==> src/rtl/vram_fill_arbiter.sv <==
// Video RAM write-port arbiter: core VGA writes (strict priority, zero latency) versus a rectangle-fill engine.
// Optional build macro FILL_CLEAR_ON_RESET_EN: full-screen CLEAR_COLOR fill right after reset.
module vram_fill_arbiter #(
  parameter int unsigned COORD_WIDTH = 8,
  parameter int unsigned COLOR_WIDTH = 3,
  parameter logic [COLOR_WIDTH-1:0] CLEAR_COLOR = '0,
  localparam int unsigned ADDR_WIDTH = 2 * COORD_WIDTH
) (
  input  logic                   Clock,
  input  logic                   Reset,
  input  logic                   iCpuWe,
  input  logic [ADDR_WIDTH-1:0]  iCpuAddr,
  input  logic [COLOR_WIDTH-1:0] iCpuColor,
  input  logic                   iFillStart,
  input  logic [COORD_WIDTH-1:0] iX0,
  input  logic [COORD_WIDTH-1:0] iY0,
  input  logic [COORD_WIDTH-1:0] iX1,
  input  logic [COORD_WIDTH-1:0] iY1,
  input  logic [COLOR_WIDTH-1:0] iFillColor,
  output logic                   oFillBusy,
  output logic                   oFillDone,
  output logic                   oWriteEnable,
  output logic [ADDR_WIDTH-1:0]  oWriteAddress,
  output logic [COLOR_WIDTH-1:0] oDataIn
);

  localparam logic [COORD_WIDTH-1:0] COORD_MAX = '1;

  typedef enum logic [1:0] {
    IDLE = 2'd0,
    FILL = 2'd1,
    DONE = 2'd2
  } fillState_t;

  fillState_t             state;
  logic [COORD_WIDTH-1:0] xMin, xMax, yMin, yMax;
  logic [COORD_WIDTH-1:0] x, y;
  logic [COLOR_WIDTH-1:0] fillColor;
  logic                   fillBusy;
  logic                   fillDone;
  logic                   fillWrite;

  // The fill engine only gets the port in cycles the core leaves free.
`ifdef FILL_CLEAR_ON_RESET_EN
  assign fillWrite = (state == FILL) && !iCpuWe && !Reset;
`else
  assign fillWrite = (state == FILL) && !iCpuWe;
`endif

  // Fill FSM and scan counters; row/last-pixel detection by equality so 255 never wraps.
  always_ff @(posedge Clock) begin
    if (Reset) begin
`ifdef FILL_CLEAR_ON_RESET_EN
      state     <= FILL;
      xMin      <= '0;
      xMax      <= COORD_MAX;
      yMin      <= '0;
      yMax      <= COORD_MAX;
      x         <= '0;
      y         <= '0;
      fillColor <= CLEAR_COLOR;
      fillBusy  <= 1'b1;
`else
      state     <= IDLE;
      xMin      <= '0;
      xMax      <= '0;
      yMin      <= '0;
      yMax      <= '0;
      x         <= '0;
      y         <= '0;
      fillColor <= '0;
      fillBusy  <= 1'b0;
`endif
      fillDone  <= 1'b0;
    end else begin
      unique case (state)
        IDLE: begin
          fillDone <= 1'b0;
          if (iFillStart) begin
            xMin      <= (iX0 < iX1) ? iX0 : iX1;
            xMax      <= (iX0 < iX1) ? iX1 : iX0;
            yMin      <= (iY0 < iY1) ? iY0 : iY1;
            yMax      <= (iY0 < iY1) ? iY1 : iY0;
            x         <= (iX0 < iX1) ? iX0 : iX1;
            y         <= (iY0 < iY1) ? iY0 : iY1;
            fillColor <= iFillColor;
            fillBusy  <= 1'b1;
            state     <= FILL;
          end
        end
        FILL: begin
          if (fillWrite) begin
            if (x == xMax) begin
              x <= xMin;
              if (y == yMax) begin
                state    <= DONE;
                fillBusy <= 1'b0;
                fillDone <= 1'b1;
              end else begin
                y <= y + COORD_WIDTH'(1);
              end
            end else begin
              x <= x + COORD_WIDTH'(1);
            end
          end
        end
        DONE: begin
          fillDone <= 1'b0;
          state    <= IDLE;
        end
        default: begin
          fillBusy <= 1'b0;
          fillDone <= 1'b0;
          state    <= IDLE;
        end
      endcase
    end
  end

  assign oFillBusy = fillBusy;
  assign oFillDone = fillDone;

  // Write-port mux: core first, then fill pixel, else idle bus driven to zero.
  always_comb begin
    oWriteEnable  = 1'b0;
    oWriteAddress = '0;
    oDataIn       = '0;
    if (iCpuWe) begin
      oWriteEnable  = 1'b1;
      oWriteAddress = iCpuAddr;
      oDataIn       = iCpuColor;
    end else if (fillWrite) begin
      oWriteEnable  = 1'b1;
      oWriteAddress = {x, y};
      oDataIn       = fillColor;
    end
  end

endmodule
==> config.mk <==
export PLATFORM = sky130hd
export DESIGN_NAME = vram_fill_arbiter
export DESIGN_NICKNAME = d
export VERILOG_FILES = /design/src/rtl/vram_fill_arbiter.sv
export SDC_FILE = /design/constraint.sdc
export NUM_CORES = 1
export LEC_CHECK = 0
export BUFFER_PORTS_ARGS = -buffer_cell sky130_fd_sc_hd__buf_2
export CAP_MARGIN = 10
export CORE_ASPECT_RATIO = 0.5
export CORE_MARGIN = 10
export CORE_UTILIZATION = 59
export DETAILED_ROUTE_END_ITERATION = 10
export PLACE_DENSITY_LB_ADDON = 0.05
export SLEW_MARGIN = 10
export SYNTH_ARGS = -nofsm -noshare
export SYNTH_HDL_FRONTEND = slang
export SYNTH_SLANG_ARGS = --single-unit
==> constraint.sdc <==
create_clock -name Clock -period 4.3 [get_ports Clock]
set_clock_uncertainty 0.15 [all_clocks]
set_input_delay 0.86 -clock Clock [delete_from_list [all_inputs] [get_ports Clock]]
set_output_delay 0.86 -clock Clock [all_outputs]
set_load 0.03 [all_outputs]
==> results.md, run 1 <==
- Fin area: 3950 um2
- Inst Count DP: 587
- Synth cell types: 51
- Peak supply drop: 232 uV
- Arrival time at the worst endpoint: 2.26 ns
- Reg2Reg Depth: 5
- FF-to-FF Start: state[0]
- Initial Utilization: 61.4%
- LEAKAGE: 1.75 nW
- Die X: 127 um
- DRT Pass-1 Iters: 4
- Clock-pin slew on the worst setup and hold paths: 0.06 ns
- GR Overflow Total: 0
- ANT cells: 0
- Period utilisation layout: 76.0%
- IO buf count: 79
- TritonCTS clock tree: built
- Core Region: 5540 um2
- Number of synthesized flops with an enable pin: 0
- # setup viols final: 0
- Leading cell type in the layout, fill and taps excluded: buf_2
- Post-CTS Setup Inserts: 0
- FF-to-FF setup slack: 1.83 ns
- Largest net degree at the start of global routing: 45
- Detailed-route vias per instance: 5.85
- Synthesis-to-layout area growth: 16.1%
- ANT nets after route: 0
- Max Clock Freq: 306 MHz
- Max-slew violations: 0
- Crit path max fanout: 24
- Post-route core utilization: 71.4%
- Initial antenna violation count: 0
- Root buf cell: clkbuf_16
- Min-Delay Path Depth: 2
- Routed wire per std cell: 15.8 um
- Net count, final: 595
- Hold Worst Slack: 0.308 ns
- Sink of the worst hold path: fillColor[2]
- Hold_sp: fillColor[2]
- Worst setup EP type: output port
- Final WL: 9.42 mm
- Layout cell share with drive strength beyond 1: 20.3%
- Die area: 9390 um2
- Number of global-route vias before repair: 3,177
- Total CTS buffers: 5
- Finished Layout Cells: 595
- All-Layer GR Usage: 19.7%
- Pwr Total: 1.34 mW
- DP HPWL: 6.96 mm
- Synthesized area per cell: 7.33 um2
- Data required, critical path: 3.29 ns
- Flop and latch count out of synthesis: 47
- Kind of critical path: reg -> out
- Post-cts sizing count: 0
- YS warnings: 0
- Outcome: completed
- Worst skew pair latency: 0.29 ns
- Main synth FF type: dfxtp_1
- Minimum clock period: 3.27 ns
- TNS Setup: 0 ns
- Clock Path Buffers: 2
- Pwr per Cell Area: 339 nW/um2
- Worst setup margin: 1.03 ns
- Register area share after synthesis: 27.6%
- Initial DRC Count: 299
- Cells after Synth: 464
- Netlist Area Pre-Place: 3400 um2
- Num ports: 80
- Number of hold buffers added after cts: 0
- Most frequent cells in the layout: buf_2, nand2_1, o21ai_0, dfxtp_1, a21oi_1
- Final Hold Viols: 0
- Placer Congestion: 0.881
- CTS Sinks: 47
- RSZ-0062 raised after global routing: false
- Slew Limit Headroom: 35.0%
- RR Endpoint: y[5]
- # rows: 19
- First-pass GRT wire length: 15.5 mm
- Least-Margin Pin Slew: 0.975 ns
- Hold Crit Class: reg -> reg
- Synthesized net count: 538
- DR vias: 3,478
- Die height: 73.7 um
- DRC viols: 0
- Place WS: 1.00 ns
- Critical path launch point type: flip-flop
- Max Cap Viol: 0
- FFs w/ async S/R, synth: 0%
- Cell Area, Placed: 3800 um2
- H-tree depth: 2
kinds of logic after synthesis:
family / after synthesis / synth area share [%]
buffers and inverters: 53 / 6.32
xor gates and xnor gates: 23 / 5.92
adders and majority gates: 16 / 5.88
muxes: 17 / 5.04
and+or+nand+nor: 158 / 21.7
AOI/OAI and AO/OA: 150 / 27.5
DFF: 47 / 27.6
worst max path at each step:
| stage | slack, ns | start | cells past startpoint | to |
|---|---|---|---|---|
| after floorplan | 1.27 | state[0] | 6 | oWriteAddress[10] |
| after global placement | 1.03 | iX1[4] | 7 | x[7] |
| after detailed placement | 1.00 | iX1[4] | 7 | x[7] |
| after CTS | 1.05 | state[0] | 5 | oWriteAddress[6] |
| after global routing | 0.78 | state[0] | 5 | oDataIn[1] |
| final | 1.03 | state[0] | 5 | oWriteAddress[6] |
flip-flops by register name (all words and copies together) (netlist names):
| name | cells |
|---|---|
| fillColor | 3 |
| oFillBusy | 1 |
| oFillDone | 1 |
| state | 2 |
| x | 8 |
| xMax | 8 |
| xMin | 8 |
| y | 8 |
| yMax | 8 |
where the power goes:
group	internal [mW]	leakage, nW	switching (mW)
sequential	0.478	0.388	0.0486
combinational	0.164	1.29	0.236
clock	0.248	0.0772	0.165
synth_stat cells (all sizes together), types with 2 or more instances:
| master | n | share of area [%] |
|---|---|---|
| o21ai | 60 | 8.8 |
| nand4 | 5 | 0.92 |
| a31o | 5 | 1.3 |
| xor2 | 4 | 1.0 |
| a2bb2oi | 2 | 0.70 |
| xnor2 | 19 | 4.9 |
| clkbuf | 24 | 2.6 |
| mux2i | 16 | 4.7 |
| a311oi | 9 | 2.5 |
| a31oi | 9 | 1.7 |
| nor3b | 3 | 0.66 |
| nor2b | 4 | 0.74 |
| buf | 12 | 1.8 |
| inv | 17 | 1.9 |
| a21oi | 33 | 4.9 |
| or2 | 2 | 0.37 |
| nor2 | 16 | 1.8 |
| nand3 | 24 | 3.5 |
| ha | 16 | 5.9 |
| nor3 | 13 | 2.1 |
| nand2b | 6 | 1.1 |
| o211ai | 8 | 1.8 |
| o31ai | 3 | 0.66 |
| a21o | 4 | 0.88 |
| a211oi | 5 | 1.1 |
| dfxtp | 47 | 28 |
| o21bai | 2 | 0.44 |
| o221a | 2 | 0.66 |
| nand2 | 72 | 7.9 |
| and3 | 8 | 1.5 |
routing by layer:
metal	GRT usage, %	wire, um	vias to the layer above
li1	-	-	1782
met2	31.8	4350	96
met4	5.14	90	0
met3	4.45	525	8
met5	0	0	-
met1	26.1	4450	1592
critical path, cell delays in order, from the launching register on:
cell     delay [ns]
dfxtp_1        0.38
nor2b_2        0.79
buf_4          0.35
nand2_1        0.08
o21ai_0        0.14
buf_2          0.22
area by class of cell:
type | count | area (um2)
timing repair buffer | 86 | 448
sequential | 47 | 941
clock buffer | 8 | 156
fill | 490 | 1590
tap | 73 | 91.3
multi-input combinational | 364 | 2250
inverter | 17 | 63.8
(Power assumes the default switching activity.)
==> inputs of run 2 (changes only) <==
--- a/config.mk
+++ b/config.mk
@@ -9,7 +9,7 @@
 export CAP_MARGIN = 10
 export CORE_ASPECT_RATIO = 0.5
 export CORE_MARGIN = 10
-export CORE_UTILIZATION = 59
+export CORE_UTILIZATION = 55
 export DETAILED_ROUTE_END_ITERATION = 10
 export PLACE_DENSITY_LB_ADDON = 0.05
 export SLEW_MARGIN = 10
==> constraint.sdc (replaced) <==
create_clock -name Clock -period 3.2 [get_ports Clock]
set_clock_uncertainty 0.15 [all_clocks]
set_input_delay 0.64 -clock Clock [delete_from_list [all_inputs] [get_ports Clock]]
set_output_delay 0.64 -clock Clock [all_outputs]
set_load 0.03 [all_outputs]
==> results.md, run 2 (same netlist as run 1, synthesis figures left out) <==
- Met2 usage in global routing: 34.4% (+2.6 points)
- IO buf count: 79 (unchanged)
- Post-cts sizing count: 0 (unchanged)
- Kind of critical path: reg -> out
- # setup viols final: 0 (unchanged)
- Clock Path Buffers: 2 (unchanged)
- Critical path launch point type: flip-flop
- Pwr Total: 1.80 mW (+34%)
- Die X: 131 um (+3.0%)
- Placer Congestion: 0.882 (about the same)
- Post-CTS Setup Inserts: 0 (unchanged)
- Die height: 75.6 um (+2.6%)
- Initial Utilization: 56.4% (-5.0 points)
- ANT cells: 0 (unchanged)
- TritonCTS clock tree: built
- Slew Limit Headroom: 58.8% (+24 points)
- Layout cell share with drive strength beyond 1: 21.6% (+1.2 points)
- Fill count: 606 (+24%)
- CTS Sinks: 47 (unchanged)
- Minimum clock period: 2.66 ns
- Routed wire per std cell: 15.6 um (-1.3%)
- Hold Crit Class: reg -> reg
- Least-Margin Pin Slew: 0.619 ns (-0.356 ns)
- GR Overflow Total: 0 (unchanged)
- Initial DRC Count: 305 (+2.0%)
- Number of hold buffers added after cts: 0 (unchanged)
- Period utilisation layout: 83.1%
- Net count, final: 602 (+1.2%)
- Most frequent cells in the layout: buf_2, nand2_1, o21ai_0, dfxtp_1, a21oi_1
- Pwr per Cell Area: 447 nW/um2 (+32%)
- Initial antenna violation count: 0 (unchanged)
- Synthesis-to-layout area growth: 18.0%
- All-Layer GR Usage: 19.3% (-0.45 points)
- DRT Pass-1 Iters: 4 (unchanged)
- Arrival time at the worst endpoint: 1.87 ns (-0.39 ns)
- DRC viols: 0 (unchanged)
- Leading cell type in the layout, fill and taps excluded: buf_2
- Max-slew violations: 0 (unchanged)
- RSZ-0062 raised after global routing: false
- GRT met3 Usage: 3.55% (-0.90 points)
- Largest net degree at the start of global routing: 45 (unchanged)
- Die area: 9930 um2 (+5.7%)
- Crit path max fanout: 17 (-29%)
- Root buf cell: clkbuf_16
- Fin area: 4020 um2 (+1.6%)
- Max Cap Viol: 0 (unchanged)
- Detailed-route vias per instance: 5.64 (-3.5%)
- TNS Setup: 0 ns (unchanged)
- # rows: 20 (+1)
- DR vias: 3,480 (+0.058%)
- Max Clock Freq: 376 MHz
- Num ports: 80 (unchanged)
- Met1 Use GR: 24.4% (-1.6 points)
- Gr busiest metal: met2
- DP HPWL: 7.24 mm (+4.0%)
- First-pass GRT wire length: 16.2 mm (+4.5%)
- Total CTS buffers: 5 (unchanged)
- Number of global-route vias before repair: 3,340 (+5.1%)
- Clock-pin slew on the worst setup and hold paths: 0.07 ns (about the same)
- Final Hold Viols: 0 (unchanged)
- Core Region: 6030 um2 (+8.9%)
- Final WL: 9.64 mm (+2.3%)
- Data required, critical path: 2.41 ns (-0.88 ns)
- Worst skew pair latency: 0.29 ns (about the same)
- Peak supply drop: 248 uV (+7.2%)
- Outcome: completed
- H-tree depth: 2 (unchanged)
- LEAKAGE: 1.78 nW (+1.7%)
- ANT nets after route: 0 (unchanged)
- Cell Area, Placed: 3870 um2 (+1.9%)
- Worst setup EP type: output port
run 2: cell types whose count changed in the layout (fill, tap and decap cells not counted):
cell      previous run  this run
buf_4                7        14
clkbuf_1             1         0
clkbuf_8             2         0
inv_6                0         2
clkinv_2             0         1
run 2: power breakdown:
part	internal, mW	switching, mW
Sequential	0.642	0.0667
Combinational	0.228	0.322
Clock	0.294	0.244
run 2: worst paths after layout:
| path | to | depth (start not counted) | slack, ns | startpoint |
|---|---|---|---|---|
| setup / recovery | oWriteAddress[10] | 5 | 0.54 | state[0] |
| hold / removal | fillColor[2] | 2 | 0.31 | fillColor[2] |
| hold reg to reg | fillColor[2] | 2 | 0.31 | fillColor[2] |
| setup reg to reg | x[1] | 6 | 0.84 | x[2] |
run 2: routing by layer:
layer  wire (um)  vias up
met3         437        7
met2        4420       77
met5           0        -
met4          57        0
met1        4720     1601
li1            -     1795
run 2: layout make-up:
type	instances	area, um2	area share [%]
Sequential cell	47	941	23.4
Timing Repair Buffer	93	500	12.5
Clock buffer	5	125	3.12
Tap cell	88	110	2.74
Clock inverter	3	22.5	0.561
Multi-Input combinational cell	364	2250	56.1
Inverter	17	63.8	1.59
run 2: critical path, cell delays in order (launching register included):
cell and delay [ns]:
dfxtp_1 0.40, nor2b_2 0.43, buf_4 0.31, nand2_1 0.07, o21ai_0 0.14, buf_2 0.22
run 2: metrics by stage:
stage               std cells  utilization [%]  hold slack, ns  setup WS [ns]
detailed placement        609             64.1           0.297          0.472
finish                    617             66.6           0.307          0.542
global route              617             66.6           0.329          0.381
floorplan                 464                -           0.286          0.390
CTS                       617             66.6           0.307          0.536
global placement          609             64.1           0.293          0.501
